$ cat config.mk
export PLATFORM = sky130hd
export DESIGN_NAME = countdown_timer_flat
export DESIGN_NICKNAME = d
export VERILOG_FILES = /design/src/rtl/countdown_timer_pkg.sv /design/src/rtl/countdown_timer_if.sv /design/src/rtl/countdown_timer_tick_prescaler.sv /design/src/rtl/countdown_timer.sv /design/src/flat_wrapper.sv
export SDC_FILE = /design/constraint.sdc
export NUM_CORES = 1
export LEC_CHECK = 0
export CORE_MARGIN = 3
export CORE_UTILIZATION = 44
export DETAILED_ROUTE_END_ITERATION = 7
export PLACE_DENSITY_LB_ADDON = 0.08
export SYNTH_ARGS = -nofsm -noshare
export SYNTH_HDL_FRONTEND = slang
export SYNTH_SLANG_ARGS = --single-unit
export TNS_END_PERCENT = 20
$ cat constraint.sdc
create_clock -name clk -period 2.2 [get_ports clk]
set_input_delay 0.22 -clock clk [delete_from_list [all_inputs] [get_ports clk]]
set_output_delay 0.22 -clock clk [all_outputs]
set_load 0.01 [all_outputs]
$ cat src/rtl/countdown_timer_pkg.sv
// Shared types and helpers for the game countdown timer.
// Holds the FSM state encoding and the binary-to-two-digit BCD conversion.
package timer_pkg;

  typedef enum logic [1:0] {
    IDLE,
    RUN,
    PAUSED,
    EXPIRED
  } timer_state_t;

  localparam int unsigned BCD_MAX = 99;

  // Returns {tens, ones}; anything past two digits saturates to 99.
  function automatic logic [7:0] to_bcd(input int unsigned value);
    int unsigned v;
    v = (value > BCD_MAX) ? BCD_MAX : value;
    return {4'(v / 10), 4'(v % 10)};
  endfunction

endpackage

$ cat src/rtl/countdown_timer_if.sv
// Control and display bundle between the game controller and the countdown timer.
// The master drives start/duration/pause/clear; the timer (slave) drives the display side.
interface countdown_timer_if #(
  parameter int W    = 5,
  parameter int NLED = 10
);

  logic            start;
  logic [W-1:0]    duration_in;
  logic            pause;
  logic            clear;
  logic [W-1:0]    time_now;
  logic [3:0]      bcd_tens;
  logic [3:0]      bcd_ones;
  logic            running;
  logic            expired;
  logic            done;
  logic [NLED-1:0] led;

  modport master (
    output start, duration_in, pause, clear,
    input  time_now, bcd_tens, bcd_ones, running, expired, done, led
  );

  modport slave (
    input  start, duration_in, pause, clear,
    output time_now, bcd_tens, bcd_ones, running, expired, done, led
  );

endinterface

$ cat src/rtl/countdown_timer_tick_prescaler.sv
// Divides the system clock into one-cycle game ticks, every DIV cycles while enabled.
// The count holds when disabled so a paused countdown resumes without losing a tick.
module tick_prescaler #(
  parameter int DIV = 50_000_000
) (
  input  logic clk,
  input  logic rst,
  input  logic en,
  input  logic zero,
  output logic tick
);

  localparam int CW = $clog2(DIV);
  localparam logic [CW-1:0] LAST = CW'(DIV - 1);

  logic [CW-1:0] count;

  assign tick = en && (count == LAST);

  always_ff @(posedge clk) begin
    if (rst || zero) begin
      count <= '0;
    end else if (en) begin
      count <= (count == LAST) ? '0 : count + 1'b1;
    end
  end

endmodule

$ cat src/rtl/countdown_timer.sv
// Game countdown timer: loads a duration, counts down once per tick, holds at zero
// on expiry and flashes an LED bank until restarted or cleared.
module countdown_timer
  import timer_pkg::*;
#(
  parameter int DIV      = 50_000_000,
  parameter int W        = 5,
  parameter int DURATION = 31,
  parameter int NLED     = 10
) (
  input  logic               clk,
  input  logic               rst,
  countdown_timer_if.slave   bus
);

  localparam logic [W-1:0] DUR_INIT = W'(DURATION);

  timer_state_t    state, state_next;
  logic [W-1:0]    time_q, time_next;
  logic [NLED-1:0] led_q, led_next;
  logic            done_q, done_next;
  logic            tick;
  logic            presc_en;
  logic            presc_zero;
  logic [7:0]      bcd;

  assign presc_en   = (state == RUN) || (state == EXPIRED);
  assign presc_zero = bus.clear || bus.start;

  tick_prescaler #(
    .DIV (DIV)
  ) u_prescaler (
    .clk  (clk),
    .rst  (rst),
    .en   (presc_en),
    .zero (presc_zero),
    .tick (tick)
  );

  // clear outranks start, which outranks pause; start swallows a coincident tick.
  always_comb begin
    state_next = state;
    time_next  = time_q;
    led_next   = led_q;
    done_next  = 1'b0;
    if (bus.clear) begin
      state_next = IDLE;
      time_next  = DUR_INIT;
      led_next   = '0;
    end else if (bus.start) begin
      time_next  = bus.duration_in;
      led_next   = '0;
      state_next = bus.pause ? PAUSED : RUN;
    end else begin
      case (state)
        RUN: begin
          if (tick) begin
            if (time_q != '0) begin
              time_next = time_q - 1'b1;
            end else begin
              state_next = EXPIRED;
              done_next  = 1'b1;
              led_next   = '1;
            end
          end
          if (bus.pause && (state_next == RUN)) begin
            state_next = PAUSED;
          end
        end
        PAUSED: begin
          if (!bus.pause) begin
            state_next = RUN;
          end
        end
        EXPIRED: begin
          if (tick) begin
            led_next = ~led_q;
          end
        end
        default: begin
        end
      endcase
    end
  end

  always_ff @(posedge clk) begin
    if (rst) begin
      state  <= IDLE;
      time_q <= DUR_INIT;
      led_q  <= '0;
      done_q <= 1'b0;
    end else begin
      state  <= state_next;
      time_q <= time_next;
      led_q  <= led_next;
      done_q <= done_next;
    end
  end

  assign bcd = to_bcd(32'(time_q));

  assign bus.time_now = time_q;
  assign bus.bcd_tens = bcd[7:4];
  assign bus.bcd_ones = bcd[3:0];
  assign bus.running  = (state == RUN);
  assign bus.expired  = (state == EXPIRED);
  assign bus.done     = done_q;
  assign bus.led      = led_q;

endmodule

$ cat src/flat_wrapper.sv
// flat-port wrapper written by rule: the top's interface ports become plain ports
module countdown_timer_flat import timer_pkg::*;
#(
  parameter int DIV      = 50_000_000,
  parameter int W        = 5,
  parameter int DURATION = 31,
  parameter int NLED     = 10
)
  (clk, rst, bus_start, bus_duration_in, bus_pause, bus_clear, bus_time_now, bus_bcd_tens, bus_bcd_ones, bus_running, bus_expired, bus_done, bus_led);
  countdown_timer_if #(.W(W), .NLED(NLED)) bus_i ();
  input  logic clk;
  input  logic rst;
  input wire logic [$bits(bus_i.start)-1:0] bus_start;
  input wire logic [$bits(bus_i.duration_in)-1:0] bus_duration_in;
  input wire logic [$bits(bus_i.pause)-1:0] bus_pause;
  input wire logic [$bits(bus_i.clear)-1:0] bus_clear;
  output wire logic [$bits(bus_i.time_now)-1:0] bus_time_now;
  output wire logic [$bits(bus_i.bcd_tens)-1:0] bus_bcd_tens;
  output wire logic [$bits(bus_i.bcd_ones)-1:0] bus_bcd_ones;
  output wire logic [$bits(bus_i.running)-1:0] bus_running;
  output wire logic [$bits(bus_i.expired)-1:0] bus_expired;
  output wire logic [$bits(bus_i.done)-1:0] bus_done;
  output wire logic [$bits(bus_i.led)-1:0] bus_led;
  assign bus_i.start = bus_start;
  assign bus_i.duration_in = bus_duration_in;
  assign bus_i.pause = bus_pause;
  assign bus_i.clear = bus_clear;
  assign bus_time_now = bus_i.time_now;
  assign bus_bcd_tens = bus_i.bcd_tens;
  assign bus_bcd_ones = bus_i.bcd_ones;
  assign bus_running = bus_i.running;
  assign bus_expired = bus_i.expired;
  assign bus_done = bus_i.done;
  assign bus_led = bus_i.led;
  countdown_timer #(.DIV(DIV), .W(W), .DURATION(DURATION), .NLED(NLED)) u_core (.clk(clk), .rst(rst), .bus(bus_i));
endmodule
Yosys cells after proc, flatten, opt, wreduce, memory -nomap -nowiden
Index checks and enable logic that the tools add are counted.
Word-level totals
  input bits: 10
  word-level logic and storage cells: 58
  bits in registers: 44
  output and inout port bits: 26
Operators by class
  reduce and logical (&&, ||, !) cells: 17
  muxes and demuxes: 20
  add/subtract/negate cells: 2
  divide/modulo/power cells: 2
  bitwise logic cells: 3
  equal/unequal tests: 9
Operators by type and width (number)
  $div A5 B4 Y32 const B: 1
  $mod A5 B4 Y32 const B: 1
  $mux W10: 3
  $add A26 B1 Y26 const B: 1
  $eq A26 B26 Y1 const B: 1
  $mux W26: 1
  $mux W5: 4
  $pmux W10 S2: 1
  $mux W2: 9
  $not A10 Y10: 1
  $reduce_bool A2 Y1: 4
  $reduce_bool A5 Y1: 1
  $reduce_or A5 Y1: 1
  $sub A5 B1 Y5 const B: 1
  $eq A2 B1 Y1 const B: 2
  $eq A2 B2 Y1 const B: 2
  $ne A2 B1 Y1 const B: 2
  $pmux W2 S2: 1
  $reduce_and A4 Y1: 1
  $logic_or A1 B1 Y1: 3
  $ne A3 B3 Y1 const B: 1
  $reduce_and A3 Y1: 1
  $reduce_bool A3 Y1: 1
  $reduce_or A3 Y1: 1
  6 further kinds: 8

Depth between registers and ports, before layout
Gate-level depths: netlist (run 1).
  depth after elaboration: 12
  depth in mapped cells: 9
  mapped depth without buffers: 8

By module
A second synthesis (run 1) with hierarchy kept.
Unflattened totals
  cells, all modules: 299
  area, all modules: 2513.7 µm²
Modules (own cells, without submodules)
  tick_prescaler: seq. area each 520.5 µm², cells each 161, area each 1338.8 µm², instances 1
  countdown_timer: seq. area each 360.3 µm², cells each 138, area each 1174.9 µm², instances 1

Worst setup path before layout (run 1)
OpenSTA, ideal clock, no wires.
  path kind: register to output
  from: reg u_core.time_q[2] (netlist: u_core.bus.time_now[2])
  to: out bus_bcd_ones[3]
  path buffers: 1
  data arrival time: 2020 ps
  required time: 1980 ps
  slack: -40 ps
  cell stages (with the launch flop): 10
  cell sequence: dfxtp_1 -> clkbuf_1 -> nor2_1 -> inv_1 -> ha_1 -> nand2b_1 -> maj3_1 -> nand2_1 -> o21ai_0 -> mux2_2
On the way
  longest elaborated chain between the ends: 1
Ends and longest elaborated chain
  from (decl): line countdown_timer.sv:19  | logic [W-1:0] time_q, time_next;
  from (signal assigned): line countdown_timer.sv:94  | time_q <= time_next;
  $mod A5 B4 Y32: line countdown_timer_pkg.sv:18  | return {4'(v / 10), 4'(v % 10)};
  to (decl): line flat_wrapper.sv:19  | output wire logic [$bits(bus_i.bcd_ones)-1:0] bus_bcd_ones;
No other way between the ends.

Worst setup path after layout (run 1)
Same ends and word-level chain as after synthesis.

==> reports/qor.yml, run 1 <==
io_pins: 36
slowest_stage: "dfxtp_2"
synth_area_mm2: 0.00237
finalPower_mw: 1.45
antenna_found_initial: 0
fin_util_pct: 57.4
area_delta_synth_final_pct: 25.1
setup_slack_ns: -0.0356
skew_ns: 0.00800
layout_common_cells: "40 x dfxtp_1, 35 x nor2_1, 29 x clkdlybuf4s50_1"
vdd_ir_drop_max_mv: 0.398
root_buffer: "clkbuf_8"
initialDrtViolationCount: 77
cts_tree: "yes"
ys_warn_count: 0
critPathLaunchType: "flop"
drive_above_1_share_pct: 17.8
grt_pass1_wl_um: 8780
antenna_cells: 0
wirelength_um: 5040
vias_per_cell: 5.17
setup_viol: 1
p_leak_nw: 1.09
powerDensity_mw_per_mm2: 488
clock_sinks: 44
std_cell_rows: 26
die_h_um: 79.4
fin_crit_ns: 2.24
num-nets-final: 335
synth_edf_count: 0
ys_ff_latch: 44
required_ns: 1.98
ys.flop_type: "dfxtp_1"
vias: 2022
path_cells: "nor2_2, inv_1, ha_1, nand2b_4, maj3_2, nand2_1, o21ai_1, mux2_4, buf_6"
clockBufferDepth: 2
syn_avg_cell_area_um2: 8.69
ant_nets: 0
die_w_um: 79.4
drv_cap: 0
cp-end-kind: "output pin"
ys_types: 55
rsz0062_at_grt: "true"
dp_hpwl_um: 3730
clk_pin_slew_ns: 0.09
clk_latency_ns: 0.30
h-tree-depth: 2
path_class: "flop to output pin"
period_share_pct: 102
violations: "negative setup slack"
io_buffer_count: 33
regArea_um2: 886
slew_violations: 0
cp_data_arrival_time_ns: 2.02
async_reset_ff_share_pct: 0
final_common_cell: "dfxtp_1"
gp_congestion: 0.788
max_freq_mhz: 447
wire_per_inst_um: 12.9
yosysSeqAreaShare_pct: 37.1
hold_viol: 0
drc: 0
start_util_pct: 45.9
critPathMaxStageDelay_ns: 0.33
holdWs_ns: 0.460
multi_input_area_mm2: 0.00138
syn-instance-count: 273
grt_usage_pct: 17.4
die-area_mm2: 0.00631
worst-path-max-fanout: 5
nFillCells: 473
core_area_mm2: 0.00517
grt_pass1_vias: 1868
grt_max_degree: 22
outcome: "finished, violations left"
first_pass_iters: 4
grt_remaining_overflow: 0
hp-class: "flop to flop"
cts_made_buffers: 5
-- power by group --
part | total, mW | switching (mW) | leakage [nW] | internal (mW)
registers | 0.806 | 0.00524 | 0.353 | 0.800
logic | 0.129 | 0.0641 | 0.690 | 0.0649
clock network | 0.515 | 0.289 | 0.0445 | 0.225
-- sequential cells by signal, summed over array words and instances (netlist names) --
signal,flops
u_core.u_prescaler.count,26
u_core.bus.led,10
u_core.bus.time_now,5
u_core.state,2
u_core.bus.done,1
-- metal layers --
metal / part of all wire (%) / GRT usage [%]
met5: 0 / 0
met4: 1.3 / 5.15
met1: 49 / 23.6
met2: 46 / 28.0
met3: 3.8 / 3.39
-- stage by stage --
step                      std cells  setup slack (ns)  TNS, ns  area (µm²)
after floorplan                 274            0.0366        0        2380
after global placement          382            -0.158   -0.158        2850
after detailed placement        382            -0.184   -0.198        2850
after CTS                       390           -0.0991  -0.0991        2950
after global routing            391            -0.119   -0.170        2970
final                           391           -0.0356  -0.0356        2970
-- worst paths after layout --
check	cells past startpoint	startpoint	slack (ns)	to
worst max-delay path	9	u_core.bus.time_now[2]$_SDFFE_PP1P_	-0.04	bus_bcd_ones[3]
worst min register to register	1	u_core.bus.led[4]$_SDFFE_PP0P_	0.46	u_core.bus.led[4]$_SDFFE_PP0P_
worst min-delay path	1	u_core.bus.led[4]$_SDFFE_PP0P_	0.46	u_core.bus.led[4]$_SDFFE_PP0P_
worst max register to register	5	u_core.u_prescaler.count[7]$_SDFFE_PP0P_	0.22	u_core.bus.time_now[4]$_SDFFE_PP1P_
-- cells by family (layout without fill, tap and decap cells) --
family                   Yosys count  in the layout  share of synthesized area (%)
adder cells (fa/ha/maj)            6              6                           3.06
XOR/XNOR                          21             21                           7.75
buffers and inverters             25             72                           6.06
other                              1              2                          0.158
multiplexers                      15             15                           6.48
flip-flops                        44             44                           37.1
AND/OR/NAND/NOR                  130            130                           30.8
AO/OA/AOI/OAI                     31             31                           8.59
-- worst max-delay path, delay by kind of cell (launching register included) --
family	cells	cell delay (ns)
fa+ha+maj	2	0.57
compound gates	1	0.05
flops	1	0.33
buf+inv	2	0.17
mux	1	0.26
simple gates	3	0.33
-- synthesized netlist by cell type (all sizes together) (2+ instances only) --
cell type   n  area (µm²)
a221oi      3        26.3
xnor2       7        61.3
nand2      21        78.8
inv        10        37.5
clkbuf      6        22.5
or3         3        18.8
o21ai      10        50.0
ha          5        62.6
nor2       36         135
nor3       13        70.1
a31oi       3        18.8
a21oi       6        33.8
a22oi       2        15.0
mux2        3        33.8
dfxtp      44         881
nand3      14        70.1
nor2b       2        12.5
nand2b      3        18.8
and2        3        18.8
nand3b      2        27.5
or4         2        18.8
buf         9        83.8
mux2i      12         120
xor2       14         123
nor4        7        77.6
nand4      11        68.8
and3        3        18.8
-- final cells by class --
type                    instances  share of cell area, %
multi-input cells             205                   46.3
flip-flops and latches         44                   29.8
repair buffers                 54                   16.6
well taps                      70                   2.95
clock buffers                   5                   2.32
inverters                      10                   1.26
clock inverters                 3                  0.716
-- timing repair --
item / 4_1_cts / 5_1_grt
gates cloned: 0 / 0
hold buffers: 0 / 0
resized for setup: 15 / 8
setup buffers: 0 / 1
setup endpoints to repair: 4 / 7
pin swaps: 1 / 2
Power figures use the tool's default switching activity.
==> run 2: changes to the inputs <==
CTS_BUF_LIST = sky130_fd_sc_hd__clkbuf_4   (was default)
==> run 2 against run 1 <==
Effect of this change:
- the run still ends with negative setup slack left
- clock power decreased by 22%
- non-clock buffer count unchanged
- design area decreased by 1.2%
- fmax decreased by 3.2%
- flip-flop and latch count unchanged
- clock skew increased by 0.0035 ns
- sequential share of layout area increased by 0.36 points
- critical endpoint unchanged
==> reports/qor.yml, run 2 (synthesized netlist as in run 1, its figures left out) <==
hold_depth: 1  # unchanged
clkPwrFrac_pct: 30.0  # -5.5 points
cp_data_arrival_time_ns: 2.09  # +0.07 ns
drv_cap: 0  # unchanged
hold_viol: 0  # unchanged
std_cell_rows: 26  # unchanged
r2r-start: "u_core.bus.time_now[0]$_SDFFE_PP1P_"
antenna_found_initial: 0  # unchanged
layout_common_cells: "40 x dfxtp_1, 35 x nor2_1, 29 x clkdlybuf4s50_1"
io_buffer_count: 33  # unchanged
clk_latency_ns: 0.35  # +0.05 ns
wire_per_inst_um: 12.8  # -0.34%
dp_hpwl_um: 3730  # unchanged
dr_wl_met3_um: 206  # +6.2%
grt_remaining_overflow: 0  # unchanged
grt_usage_pct: 17.3  # -0.095 points
vdd_ir_drop_max_mv: 0.302  # -24%
first_pass_iters: 4  # unchanged
grt_max_degree: 22  # unchanged
initialDrtViolationCount: 62  # -19%
vias_per_cell: 5.18  # +0.20%
dp.cells: 382  # unchanged
start_util_pct: 45.9  # unchanged
clock_sinks: 44  # unchanged
vias: 2026  # +0.20%
ctsHoldBuffers: 0  # unchanged
skew_ns: 0.0115  # +0.00351 ns
root_buffer: "clkbuf_4"
num-nets-final: 335  # unchanged
drive_above_1_share_pct: 17.8  # unchanged
required_ns: 1.98  # about the same
layout.cells.non_filler: 391  # unchanged
pwr-share-seq_pct: 60.4  # +4.8 points
hp-class: "flop to flop"
combPwrFrac_pct: 9.6  # +0.7 points
final_common_cell: "dfxtp_1"
clk_pin_slew_ns: 0.14  # +0.05 ns
outcome: "finished, violations left"
critPathLaunchType: "flop"
place_area_mm2: 0.00285  # unchanged
drc: 0  # unchanged
largest_reg_flops: 26  # unchanged
p_int_uw: 993  # -9.0%
worst-path-max-fanout: 5  # unchanged
gp_congestion: 0.788  # unchanged
die_w_um: 79.4  # unchanged
wirelength_um: 5020  # -0.34%
min_to: "u_core.bus.led[4]$_SDFFE_PP0P_"
p_switching_uw: 342  # -4.5%
p_leak_nw: 1.07  # -1.6%
reg2reg_depth: 8  # +3
area_delta_synth_final_pct: 23.7
r2r-end: "u_core.bus.time_now[2]$_SDFFE_PP1P_"
violations: "negative setup slack"
fin_crit_ns: 2.31  # +0.0737 ns
met2RoutedLength_um: 2350  # +0.99%
hold_path.startpoint: "u_core.bus.led[4]$_SDFFE_PP0P_"
antenna_cells: 0  # unchanged
clockBufferDepth: 2  # unchanged
rsz0062_at_grt: "true"
max_freq_mhz: 433  # -3.2%
grt_pass1_wl_um: 8760  # -0.23%
period_share_pct: 105  # +3.3 points
cts_tree: "yes"
top_layer: "met4"
slew_violations: 0  # unchanged
path_class: "flop to output pin"
powerDensity_mw_per_mm2: 455  # -6.8%
h-tree-depth: 2  # unchanged
die-area_mm2: 0.00631  # unchanged
setup_viol: 2  # +1
dp_slack_ns: -0.184  # unchanged
cts_made_buffers: 5  # unchanged
ant_nets: 0  # unchanged
fin_area_mm2: 0.00294  # -1.2%
setup_slack_ns: -0.109  # -0.0737 ns
r2r_setup_slack_ns: 0.23  # about the same
largest_register: "u_core.u_prescaler.count"
die_h_um: 79.4  # unchanged
wl_met1_um: 2410  # -1.8%
fin_tns_setup_ns: -0.124  # -0.0885 ns
grt_pass1_vias: 1868  # unchanged
core_area_mm2: 0.00517  # unchanged
sw_frac_of_total_pct: 25.6  # +0.91 points
cp-end-kind: "output pin"
io_pins: 36  # unchanged
==> run 2: per-stage QoR <==
stage	hold slack [ns]	total power [mW]	util (%)
6_report	0.466	1.33	56.7
5_1_grt	0.469	1.41	56.7
4_1_cts	0.468	1.36	56.4
3_5_place_dp	0.452	0.954	55.2
3_3_place_gp	0.443	0.952	55.2
2_1_floorplan	0.353	0.896	-
==> run 2: routing by layer <==
metal | vias up | GRT usage, %
li1 | 1052 | -
met1 | 933 | 23.6
met2 | 37 | 28.0
met3 | 4 | 3.39
met4 | 0 | 4.64
met5 | - | 0
==> run 2: how the worst max path moves through the flow <==
stage / startpoint / to / cells past startpoint
final: u_core.bus.time_now[2]$_SDFFE_PP1P_ / bus_bcd_ones[3] / 9
after global routing: u_core.bus.time_now[2]$_SDFFE_PP1P_ / bus_bcd_ones[3] / 9
after CTS: u_core.bus.time_now[3]$_SDFFE_PP1P_ / bus_bcd_ones[3] / 9
after detailed placement: u_core.bus.time_now[2]$_SDFFE_PP1P_ / bus_bcd_ones[3] / 9
after global placement: u_core.bus.time_now[2]$_SDFFE_PP1P_ / bus_bcd_ones[3] / 9
after floorplan: u_core.bus.time_now[2]$_SDFFE_PP1P_ / bus_bcd_ones[3] / 9
==> run 2: cell type report <==
class,instances,area [µm²]
multi-input combinational,205,1380
sequential,44,886
tap,70,87.6
inverter,10,37.5
clock inverter,3,21.3
timing repair buffer,54,490
fill,479,2240
clock buffer,5,37.5
==> run 2: power groups by stage <==
stage	combinational, mW	sequential (mW)	clock (mW)
floorplan	0.0720	0.823	0
detailed placement	0.130	0.824	0
global placement	0.128	0.824	0
global route	0.142	0.809	0.456
CTS	0.128	0.807	0.427
finish	0.128	0.807	0.400
==> run 2: timing repair <==
| item | in CTS | in global routing |
|---|---|---|
| setup buffers | 0 | 1 |
| endpoints found under the setup margin | 4 | 6 |
| pin swaps | 1 | 2 |
| resized for setup | 16 | 7 |
==> run 2: worst max-delay path: stages (launching register included) <==
cell	delay, ns
dfxtp_2	0.35
nor2_2	0.11
inv_1	0.05
ha_1	0.27
nand2b_4	0.16
maj3_2	0.30
nand2_1	0.06
o21ai_1	0.05
mux2_4	0.26
buf_6	0.12
